**src/rtl/tile_mem_pkg.sv**
```systemverilog
// -----------------------------------------------------------------------------
// tile_mem_pkg
// Shared definitions for the tile memory sequencer: sequencer state encoding
// and the default matrix-dimension width and tile geometry.
// -----------------------------------------------------------------------------
package tile_mem_pkg;

   localparam int unsigned DimWidthDef = 7;
   localparam int unsigned TileRowsDef = 4;
   localparam int unsigned TileColsDef = 4;

   typedef enum logic [1:0] {
      StIdle = 2'd0,
      StRun  = 2'd1,
      StDone = 2'd2
   } state_e;

endpackage

```
**src/rtl/tile_addr_gen.sv**
```systemverilog
// -----------------------------------------------------------------------------
// tile_addr_gen
// Row-major tile origin walker plus read address generation.
//   clk_i, rst_ni            : clock, synchronous active-low reset
//   clear_i                  : restart the walk at origin (0,0)
//   advance_i                : step to the next tile origin
//   num_rows_i, num_cols_i   : matrix dimensions of the current job
//   base_addr_i              : matrix base address
//   row_o, col_o             : current tile origin
//   addr_o                   : base + row*num_cols + col, wrapped to AddrWidth
//   last_o                   : current origin is the final tile of the job
// -----------------------------------------------------------------------------
module tile_addr_gen import tile_mem_pkg::*; #(
   parameter int unsigned AddrWidth = 10,
   parameter int unsigned TileRows  = TileRowsDef,
   parameter int unsigned TileCols  = TileColsDef,
   parameter int unsigned DimWidth  = DimWidthDef
) (
   input  logic                 clk_i,
   input  logic                 rst_ni,
   input  logic                 clear_i,
   input  logic                 advance_i,
   input  logic [DimWidth-1:0]  num_rows_i,
   input  logic [DimWidth-1:0]  num_cols_i,
   input  logic [AddrWidth-1:0] base_addr_i,
   output logic [DimWidth-1:0]  row_o,
   output logic [DimWidth-1:0]  col_o,
   output logic [AddrWidth-1:0] addr_o,
   output logic                 last_o
);

   // One extra bit so origin + tile size cannot wrap before the compare.
   localparam int unsigned ExtW = DimWidth + 1;
   localparam int unsigned SumW = AddrWidth + 2 * DimWidth;

   logic [ExtW-1:0] next_col;
   logic [ExtW-1:0] next_row;
   logic            col_wrap;

   always_comb begin
      next_col = {1'b0, col_o} + ExtW'(TileCols);
      next_row = {1'b0, row_o} + ExtW'(TileRows);
      col_wrap = next_col >= {1'b0, num_cols_i};
      last_o   = col_wrap && (next_row >= {1'b0, num_rows_i});
      addr_o   = AddrWidth'(SumW'(base_addr_i)
                          + SumW'(row_o) * SumW'(num_cols_i)
                          + SumW'(col_o));
   end

   always_ff @(posedge clk_i) begin
      if (!rst_ni || clear_i) begin
         row_o <= '0;
         col_o <= '0;
      end else if (advance_i) begin
         if (col_wrap) begin
            col_o <= '0;
            row_o <= next_row[DimWidth-1:0];
         end else begin
            col_o <= next_col[DimWidth-1:0];
         end
      end
   end

endmodule

```
**src/rtl/tile_mem_sequencer.sv**
```systemverilog
// -----------------------------------------------------------------------------
// tile_mem_sequencer
// Walks a matrix in TileRows x TileCols tiles, issuing one combinational read
// per tile origin, while sharing the memory port with a loader write requester.
//   clk_i, rst_ni                 : clock, synchronous active-low reset
//   start_i                       : job start pulse (honoured only when idle)
//   num_rows_i, num_cols_i        : matrix dimensions, latched on start
//   base_addr_i                   : matrix base address, latched on start
//   busy_o, done_o                : job active; one-cycle completion pulse
//   wr_req_i, wr_addr_i, wr_gnt_o : loader write request / address / grant
//   mem_addr_o, mem_we_o          : shared memory address and write enable
//   matrix_col_o                  : latched column count
//   tile_valid_o, tile_ready_i    : tile read stream handshake
//   tile_row_o, tile_col_o        : origin of the tile being presented
// -----------------------------------------------------------------------------
module tile_mem_sequencer import tile_mem_pkg::*; #(
   parameter int unsigned AddrWidth = 10,
   parameter int unsigned TileRows  = TileRowsDef,
   parameter int unsigned TileCols  = TileColsDef,
   parameter int unsigned DimWidth  = DimWidthDef
) (
   input  logic                 clk_i,
   input  logic                 rst_ni,
   input  logic                 start_i,
   input  logic [DimWidth-1:0]  num_rows_i,
   input  logic [DimWidth-1:0]  num_cols_i,
   input  logic [AddrWidth-1:0] base_addr_i,
   output logic                 busy_o,
   output logic                 done_o,
   input  logic                 wr_req_i,
   input  logic [AddrWidth-1:0] wr_addr_i,
   output logic                 wr_gnt_o,
   output logic [AddrWidth-1:0] mem_addr_o,
   output logic                 mem_we_o,
   output logic [DimWidth-1:0]  matrix_col_o,
   output logic                 tile_valid_o,
   input  logic                 tile_ready_i,
   output logic [DimWidth-1:0]  tile_row_o,
   output logic [DimWidth-1:0]  tile_col_o
);

   state_e               state;
   state_e               next_state;
   logic [DimWidth-1:0]  rows_q;
   logic [DimWidth-1:0]  cols_q;
   logic [AddrWidth-1:0] base_q;
   logic                 prev_wr;
   logic                 start_ok;
   logic                 handshake;
   logic                 last_tile;
   logic [DimWidth-1:0]  cur_row;
   logic [DimWidth-1:0]  cur_col;
   logic [AddrWidth-1:0] rd_addr;

   assign start_ok  = (state == StIdle) && start_i;
   assign handshake = tile_valid_o && tile_ready_i;

   tile_addr_gen #(
      .AddrWidth (AddrWidth),
      .TileRows  (TileRows),
      .TileCols  (TileCols),
      .DimWidth  (DimWidth)
   ) u_addr_gen (
      .clk_i       (clk_i),
      .rst_ni      (rst_ni),
      .clear_i     (start_ok),
      .advance_i   (handshake && !last_tile),
      .num_rows_i  (rows_q),
      .num_cols_i  (cols_q),
      .base_addr_i (base_q),
      .row_o       (cur_row),
      .col_o       (cur_col),
      .addr_o      (rd_addr),
      .last_o      (last_tile)
   );

   always_ff @(posedge clk_i) begin
      if (!rst_ni) begin
         state <= StIdle;
      end else begin
         state <= next_state;
      end
   end

   always_ff @(posedge clk_i) begin
      if (!rst_ni) begin
         rows_q  <= '0;
         cols_q  <= '0;
         base_q  <= '0;
         prev_wr <= 1'b0;
      end else begin
         prev_wr <= wr_gnt_o;
         if (start_ok) begin
            rows_q <= num_rows_i;
            cols_q <= num_cols_i;
            base_q <= base_addr_i;
         end
      end
   end

   always_comb begin
      next_state = state;
      unique case (state)
         StIdle: begin
            if (start_i) begin
               next_state = ((num_rows_i == '0) || (num_cols_i == '0)) ? StDone : StRun;
            end
         end
         StRun: begin
            if (handshake && last_tile) begin
               next_state = StDone;
            end
         end
         StDone:  next_state = StIdle;
         default: next_state = StIdle;
      endcase
   end

   // Outputs are gated by rst_ni so they read as zero while reset is held,
   // except the write grant, which stays open to the loader at all times.
   always_comb begin
      wr_gnt_o     = wr_req_i && !(rst_ni && (state == StRun) && prev_wr);
      mem_we_o     = wr_gnt_o;
      tile_valid_o = rst_ni && (state == StRun) && !wr_gnt_o;
      busy_o       = rst_ni && ((state == StRun) || (state == StDone));
      done_o       = rst_ni && (state == StDone);
      matrix_col_o = rst_ni ? cols_q  : '0;
      tile_row_o   = rst_ni ? cur_row : '0;
      tile_col_o   = rst_ni ? cur_col : '0;
      if (wr_gnt_o) begin
         mem_addr_o = wr_addr_i;
      end else if (tile_valid_o) begin
         mem_addr_o = rd_addr;
      end else begin
         mem_addr_o = '0;
      end
   end

endmodule

```
**config.mk**
```make
export PLATFORM = sky130hd
export DESIGN_NAME = tile_mem_sequencer
export DESIGN_NICKNAME = d
export VERILOG_FILES = /design/src/rtl/tile_mem_pkg.sv /design/src/rtl/tile_addr_gen.sv /design/src/rtl/tile_mem_sequencer.sv
export SDC_FILE = /design/constraint.sdc
export NUM_CORES = 1
export LEC_CHECK = 0
export ABC_CLOCK_PERIOD_IN_PS = 5000
export CORE_MARGIN = 3
export CORE_UTILIZATION = 42
export CTS_CLUSTER_DIAMETER = 80
export CTS_CLUSTER_SIZE = 16
export DETAILED_ROUTE_END_ITERATION = 7
export HOLD_SLACK_MARGIN = 0.08
export MAX_ROUTING_LAYER = met4
export PLACE_DENSITY = 0.68
export SKIP_LAST_GASP = 1
export SLEW_MARGIN = 10
export SYNTH_ARGS = -nofsm -noshare
export SYNTH_HDL_FRONTEND = slang
export SYNTH_SLANG_ARGS = --single-unit
```
**constraint.sdc**
```tcl
create_clock -name clk_i -period 5 [get_ports clk_i]
set_input_delay 0.75 -clock clk_i [delete_from_list [all_inputs] [get_ports clk_i]]
set_output_delay 0.75 -clock clk_i [all_outputs]
set_load 0.02 [all_outputs]
```
-- After elaboration in Yosys (flattened, before gate mapping)
Cells that the tools add are included.
- add/subtract/negate cells: 4
- multipliers: 1
- order comparisons: 2
- equal/unequal tests: 4
- muxes and demuxes: 10
- reductions and logical operators: 23
- operators by type and width (cell ; number):
    7-bit 2-to-1 mux ; 4
    10-bit 2-to-1 mux ; 2
    7-bit by 3-bit adder with 8-bit output, second input constant ; 2
    8-bit by 7-bit greater-or-equal comparator with 1-bit output ; 2
    7-bit logical NOT ; 2
    1-bit logical AND ; 11
    10-bit adder ; 1
    10-bit by 7-bit adder with 10-bit output ; 1
    7-bit by 7-bit multiplier with 10-bit output ; 1
    2-bit 2-to-1 mux ; 3
    1-bit logical NOT ; 4
    2-bit inequality test, second input constant ; 2
    2-bit case mux with 2 select lines ; 1
    2-bit AND reduction ; 2
    1-bit logical OR ; 3
    2-bit by 1-bit == test with 1-bit output, second input constant ; 1
    2-bit == test, second input constant ; 1
    2-bit logical NOT ; 1
- flip-flop bits (word level): 41
- output and inout port bits: 36

-- Depth between registers and ports, before layout
Gate-level depths: netlist of run 1.
- depth after elaboration: 11
- gate-level depth with buffers: 16
- mapped depth without buffers: 15

-- Modules after synthesis
A second synthesis of run 1 with hierarchy kept.
- cell total of the unflattened synthesis: 428
- area, all modules: 3509.6 µm²
- by module, submodules not included (module ; instances ; cells each ; area an instance (µm²) ; sequential area each (µm²)):
    tile_addr_gen ; 1 ; 253 ; 2100.8 ; 200.2
    tile_mem_sequencer ; 1 ; 175 ; 1408.9 ; 540.5

-- Worst setup path after synthesis of run 1
OpenSTA, ideal clock, no wires.
- path type: reg2out
- start: reg u_addr_gen.row_o[4]
- end: out mem_addr_o[9]
- arrival time: 4043 ps
- required time: 4250 ps
- setup slack: 207 ps
- stages on the path, launching flop included: 15
- path buffers: 1
- cell sequence: dfxtp_1 clkbuf_1 nand2_1 fa_1 inv_1 fa_1 fa_1 inv_1 fa_1 inv_1 ha_1 a21o_1 a31oi_1 xnor2_1 o21ai_0
- longest elaborated chain between the ends: 5
- ends and longest elaborated chain (what ; RTL line ; source):
    start, declared ; tile_addr_gen.sv:26 ; output logic [DimWidth-1:0] row_o,
    start signal, assigned ; tile_addr_gen.sv:57 ; row_o <= next_row[DimWidth-1:0];
    7-bit by 7-bit multiplier with 10-bit output ; tile_addr_gen.sv:46 ; + SumW'(row_o) * SumW'(num_cols_i)
    10-bit adder ; tile_addr_gen.sv:46 ;
    10-bit by 7-bit adder with 10-bit output ; tile_addr_gen.sv:47 ; + SumW'(col_o));
    10-bit 2-to-1 mux ; tile_mem_sequencer.sv:132 ; end else if (tile_valid_o) begin
    10-bit 2-to-1 mux ; tile_mem_sequencer.sv:130 ; if (wr_gnt_o) begin
    end, declared ; tile_mem_sequencer.sv:33 ; output logic [AddrWidth-1:0] mem_addr_o,
No other way between the ends.

-- Worst setup path after layout of run 1
- start: reg u_addr_gen.row_o[2]
- end: out mem_addr_o[9]
The elaborated chain is that of the path after synthesis.

==> run summary, run 1 <==
Final setup fails -> 0
Root buffer cell -> clkbuf_8
Grt ovf -> 0
Max VDD drop -> 102 uV
Final setup skew -> 0.00359 ns
Ys Warns -> 0
Crit-path max FO -> 3
Max clock buf depth -> 2
Gp weighted congestion -> 0.817
Syn Area/Cell -> 8.19 um2
Met2 routed WL -> 3640 um
Clock Pin Slew Worst Setup and Hold Paths -> 0.08 ns
Max_slew headroom -> 33.5%
EDFF count, synth -> 0
P&R area growth vs syn -> 27.2%
Die X -> 96.0 um
Area of the multi-input gates -> 0.00238 mm2
WHS -> 0.468 ns
First-pass GRT wire length -> 13,100 um
Vias in the first global route -> 2,804
Std cell rows -> 32
Worst min path class -> flop to flop
Synth Instances -> 415
Most common cell after layout, fill and taps aside -> nand2_1
Metal3 WL -> 355 um
Design area -> 0.00433 mm2
Static Leakage -> 1.92 nW
Final #Nets -> 583
Post-DP HPWL -> 6210 um
Top Ports -> 75
Clock latency on the worst-skew pair -> 0.30 ns
WP data required -> 4.25 ns
Register area -> 741 um2
Initial Util -> 43.5%
Cts bufs inserted -> 5
Drt total wl -> 7920 um
Maxcap violations -> 0
Pwr Density -> 200 mW/mm2
CTS tree -> built
Tightest Pin Transition -> 0.998 ns
DRT Pass-1 Iters -> 5
Total track usage -> 18.7%
Avg WL per Cell -> 13.4 um
Seq/Total Area, Yosys -> 21.8%
Critical setup path kind -> flop to output port
Total negative slack -> 0 ns
Highest Signal Layer -> met4
Final Max Tran Viols -> 0
Flops & latches, synth -> 37
Largest net degree at the start of global routing -> 51
Hold Vio Cnt, Final -> 0
Post-layout minimum cycle time -> 4.86 ns
Die area -> 0.00921 mm2
Share of layout cells above drive strength 1 -> 7.57%
N_diodes -> 0
Tcrit/Tclk final -> 97.1%
Crit path DAT -> 4.11 ns
Most used DFF post-synth -> dfxtp_1
WL met1 -> 3820 um
Fmax -> 206 MHz
1st-iter DRT viols -> 98
Cell Area, Placed -> 0.00423 mm2
Worst Setup End Kind -> output port
Initial antenna violation count -> 0
Htree depth -> 2
Placed cells -> 583
Vias/cell -> 4.95
Async SR Flop Fraction -> 0%
Routed Antenna Nets -> 0
PortBufs -> 70
Die Y-Extent -> 96.0 um
Status -> complete, no violations
RSZ-0062 raised after global routing -> true
Commonest cells after routing, fill and taps aside -> 79 x nand2_1, 66 x clkdlybuf4s50_1, 50 x inv_1, 37 x dfxtp_1, 35 x ha_1
Core Util, Final -> 55.4%
Library cells used by synthesis -> 50
Non-filler instance count after layout -> 591
Mapped cell area -> 0.00340 mm2
Vias -> 2,928
Critical Path Source Type -> flop
Sink Count -> 37
Final routed DRC violation total -> 0
Fillers -> 737
Core area -> 0.00781 mm2
[synth_stat cells, drive strengths merged (5+ instances only)]
library cell	n	share of area [%]
a21boi	25	5.5
a21oi	11	1.7
and2	33	6.2
buf	9	1.8
clkbuf	12	1.3
dfxtp	37	22
fa	21	12
ha	35	13
inv	50	5.5
nand2	81	9.1
nand3	5	0.74
nor2	14	1.5
o21ai	11	1.6
xnor2	12	3.1
xor2	11	2.8
[critical path, stage by stage, from the launching register on]
cell      delay, ns
dfxtp_1        0.34
nand2_1        0.08
fa_1           0.53
inv_1          0.05
fa_1           0.51
fa_1           0.56
inv_1          0.06
fa_1           0.54
inv_1          0.04
ha_1           0.33
a21o_1         0.17
a31oi_1        0.17
xnor2_1        0.09
o21ai_0        0.14
clkbuf_2       0.19
[logic make-up after synthesis]
kind of cell | Yosys count | synth area share [%]
and+or+nand+nor | 152 | 21.6
AOI/OAI and AO/OA | 74 | 16.3
buffers and inverters | 71 | 8.69
adders and majority gates | 56 | 25.2
DFF | 37 | 21.8
xor gates and xnor gates | 23 | 5.93
other | 1 | 0.110
muxes | 1 | 0.294
[area by class of cell]
| class | instances | area share, % |
|---|---|---|
| Timing Repair Buffer | 82 | 18.1 |
| Inverter | 50 | 4.34 |
| Clock inverter | 1 | 0.202 |
| Multi-Input combinational cell | 312 | 55.1 |
| Tap cell | 102 | 2.95 |
| Sequential cell | 37 | 17.1 |
| Clock buffer | 7 | 2.23 |
[path summary, 6_finish.rpt]
path	startpoint	end	slack, ns	cells after the start
max	u_addr_gen.row_o[2]$_SDFFE_PP0P_	mem_addr_o[9]	0.14	14
min	rows_q[2]$_SDFFE_PN0P_	rows_q[2]$_SDFFE_PN0P_	0.47	2
max reg2reg	u_addr_gen.col_o[2]$_SDFFE_PP0P_	u_addr_gen.col_o[3]$_SDFFE_PP0P_	2.32	9
min reg2reg	rows_q[2]$_SDFFE_PN0P_	rows_q[2]$_SDFFE_PN0P_	0.47	2
[report_power, final]
group          internal [mW]  switching (mW)
Clock                  0.127           0.119
Combinational          0.125           0.157
Sequential             0.318          0.0187
[through the flow]
| stage | setup slack [ns] | power, mW |
|---|---|---|
| global route | -0.0344 | 0.921 |
| CTS | -0.0129 | 0.874 |
| floorplan | 0.207 | 0.525 |
| finish | 0.145 | 0.865 |
| detailed placement | 0.0346 | 0.629 |
| global placement | 0.0900 | 0.620 |
[metal layers]
metal	vias to the layer above	global-route usage (%)
met3	9	2.81
met2	75	30.5
met5	-	-
met1	1365	24.3
li1	1479	-
met4	0	4.86
[registers in the layout, summed over array words and instances, names as in the netlist]
register and count:
base_q 10, rows_q 7, state 2, cols_q 7, u_addr_gen.row_o 5, prev_wr 1, u_addr_gen.col_o 5
[timing repair]
action                     in CTS  in global routing
resized for setup               3                  9
hold buffers                    0                  0
setup endpoints to repair       3                  4
setup buffers                   0                  0
No activity file was read; power rests on OpenSTA's default activity.
==> run 2, diff against run 1 <==
- SKIP_CTS_REPAIR_TIMING: not set -> 1
==> run summary, run 2 (synthesis gave the netlist of run 1 again) <==
Final routed DRC violation total -> 0 (unchanged)
PortBufs -> 70 (unchanged)
Tcrit/Tclk final -> 97.8% (+0.71 points)
Status -> complete, no violations
Die area -> 0.00921 mm2 (unchanged)
Tightest Pin Transition -> 0.998 ns (-0.0000324 ns)
Die X -> 96.0 um (unchanged)
Worst r2r path cells -> 9 (unchanged)
1st-iter DRT viols -> 98 (unchanged)
Final Max Tran Viols -> 0 (unchanged)
Clock Pin Slew Worst Setup and Hold Paths -> 0.08 ns (about the same)
Critical Path Source Type -> flop
Largest net degree at the start of global routing -> 51 (unchanged)
Max reg flops -> 10 (unchanged)
Final setup fails -> 0 (unchanged)
Crit path largest cell delay -> 0.56 ns (about the same)
RR Startpoint -> u_addr_gen.col_o[2]$_SDFFE_PP0P_
Post-layout minimum cycle time -> 4.89 ns (+0.0355 ns)
Root buffer cell -> clkbuf_8
Critical Path Start -> u_addr_gen.row_o[2]$_SDFFE_PP0P_
Largest reg by FF count -> base_q
Fillers -> 733 (-0.54%)
Top Ports -> 75 (unchanged)
Final #Nets -> 583 (unchanged)
RSZ-0062 raised after global routing -> true
DRT Pass-1 Iters -> 4 (-1)
Maxcap violations -> 0 (unchanged)
Routed Antenna Nets -> 0 (unchanged)
Fmax -> 204 MHz (-0.73%)
Crit path cell chain -> nand2_1, fa_1, inv_1, fa_1, fa_1, inv_1, fa_1, inv_1, ha_1, a21o_1, a31oi_1, xnor2_1, o21ai_0, dlymetal6s2s_1
Critical setup path kind -> flop to output port
Cts bufs inserted -> 5 (unchanged)
Gp weighted congestion -> 0.817 (unchanged)
Commonest cells after routing, fill and taps aside -> 79 x nand2_1, 66 x clkdlybuf4s50_1, 50 x inv_1, 37 x dfxtp_1, 35 x ha_1
Initial antenna violation count -> 0 (unchanged)
Largest regs -> base_q x10, cols_q x7, rows_q x7
Total track usage -> 18.7% (unchanged)
Grt ovf -> 0 (unchanged)
Most common cell after layout, fill and taps aside -> nand2_1
Crit path DAT -> 4.14 ns (+0.03 ns)
Std cell rows -> 32 (unchanged)
CTS tree -> built
Sink Count -> 37 (unchanged)
Drt total wl -> 7910 um (about the same)
Core area -> 0.00781 mm2 (unchanged)
R2R setup slack -> 2.33 ns (about the same)
Core Util, Final -> 55.6% (+0.24 points)
WP data required -> 4.25 ns (about the same)
CP top delay family -> adder cells
Hold Vio Cnt, Final -> 0 (unchanged)
Worst min path class -> flop to flop
Last element of the critical path -> mem_addr_o[9]
Post-DP HPWL -> 6210 um (unchanged)
Vias -> 2,930 (+0.068%)
Total negative slack -> 0 ns (unchanged)
Static Leakage -> 1.96 nW (+1.9%)
N_diodes -> 0 (unchanged)
Avg WL per Cell -> 13.4 um (about the same)
First-pass GRT wire length -> 13,100 um (unchanged)
Crit-path max FO -> 3 (unchanged)
Final setup skew -> 0.00359 ns (+0.00000685 ns)
Initial Util -> 43.5% (unchanged)
R2r endpoint -> u_addr_gen.col_o[3]$_SDFFE_PP0P_
Share of layout cells above drive strength 1 -> 7.16% (-0.41 points)
Bufs and invs on worst path -> 4 (unchanged)
Die Y-Extent -> 96.0 um (unchanged)
Clock latency on the worst-skew pair -> 0.30 ns (about the same)
Vias/cell -> 4.96 (about the same)
CP most frequent cell -> fa_1
Max_slew headroom -> 33.5% (about the same)
P&R area growth vs syn -> 27.8%
Worst Setup End Kind -> output port
Max clock buf depth -> 2 (unchanged)
Htree depth -> 2 (unchanged)
Pwr Density -> 199 mW/mm2 (-0.31%)
Max VDD drop -> 102 uV (about the same)
Critical path's slowest cell -> fa_1
Levels on crit path -> 14 (unchanged)
Vias in the first global route -> 2,804 (unchanged)
==> run 2: cell count changes in the layout (fill, tap and decap cells not counted) <==
cell	delta
clkbuf_2	-2
dlymetal6s2s_1	+3
dlygate4sd1_1	-1
==> run 2: metrics by stage <==
stage	hold slack [ns]	setup WS [ns]	total power, mW	instances	instance area, um2
after detailed placement	0.459	0.0346	0.629	583	4230
final	0.468	0.109	0.866	591	4340
after global placement	0.452	0.0900	0.620	583	4230
after CTS	0.470	-0.299	0.875	591	4330
after global routing	0.486	-0.0734	0.922	591	4340
after floorplan	0.443	0.207	0.525	420	3420
==> run 2: area by class of cell <==
| type | count | area [um2] | share of cell area (%) |
|---|---|---|---|
| Clock buffer | 7 | 96.3 | 2.22 |
| Clock inverter | 1 | 8.76 | 0.202 |
| Inverter | 50 | 188 | 4.32 |
| Multi-Input combinational cell | 312 | 2380 | 54.8 |
| Sequential cell | 37 | 741 | 17.1 |
| Tap cell | 102 | 128 | 2.94 |
| Timing Repair Buffer | 82 | 801 | 18.4 |
==> run 2: per-layer routing <==
metal  up-vias  GRT usage (%)  part of all wire (%)
li1       1479              -                     -
met1      1363           24.3                    48
met2        79           30.5                    46
met3         9           2.81                   4.6
met4         0           4.86                   1.3
met5         -              -                     0
==> run 2: worst min-delay path by stage <==
stage,startpoint,endpoint,slack [ns],cells past startpoint
after floorplan,base_q[0]$_SDFFE_PN0P_,base_q[0]$_SDFFE_PN0P_,0.44,2
after global placement,rows_q[4]$_SDFFE_PN0P_,rows_q[4]$_SDFFE_PN0P_,0.45,2
after detailed placement,rows_q[2]$_SDFFE_PN0P_,rows_q[2]$_SDFFE_PN0P_,0.46,2
after CTS,rows_q[2]$_SDFFE_PN0P_,rows_q[2]$_SDFFE_PN0P_,0.47,2
after global routing,rows_q[0]$_SDFFE_PN0P_,rows_q[0]$_SDFFE_PN0P_,0.49,2
final,rows_q[2]$_SDFFE_PN0P_,rows_q[2]$_SDFFE_PN0P_,0.47,2
==> run 2: power by group <==
part           switching [mW]  internal (mW)  total [mW]
Combinational           0.157          0.126       0.283
Sequential             0.0187          0.318       0.337
Clock                   0.119          0.127       0.247
==> run 2: worst min-delay path, stage by stage (launching register included) <==
cell,delay (ns)
dfxtp_1,0.31
nand2_1,0.05
a21boi_0,0.06
==> run 3, diff against run 2 <==
- ABC_CLOCK_PERIOD_IN_PS: 5000 -> not set
- CAP_MARGIN: not set -> 5
==> results of run 3 <==
Same layout as run 2: the final DEF is identical, and so are final timing and power.
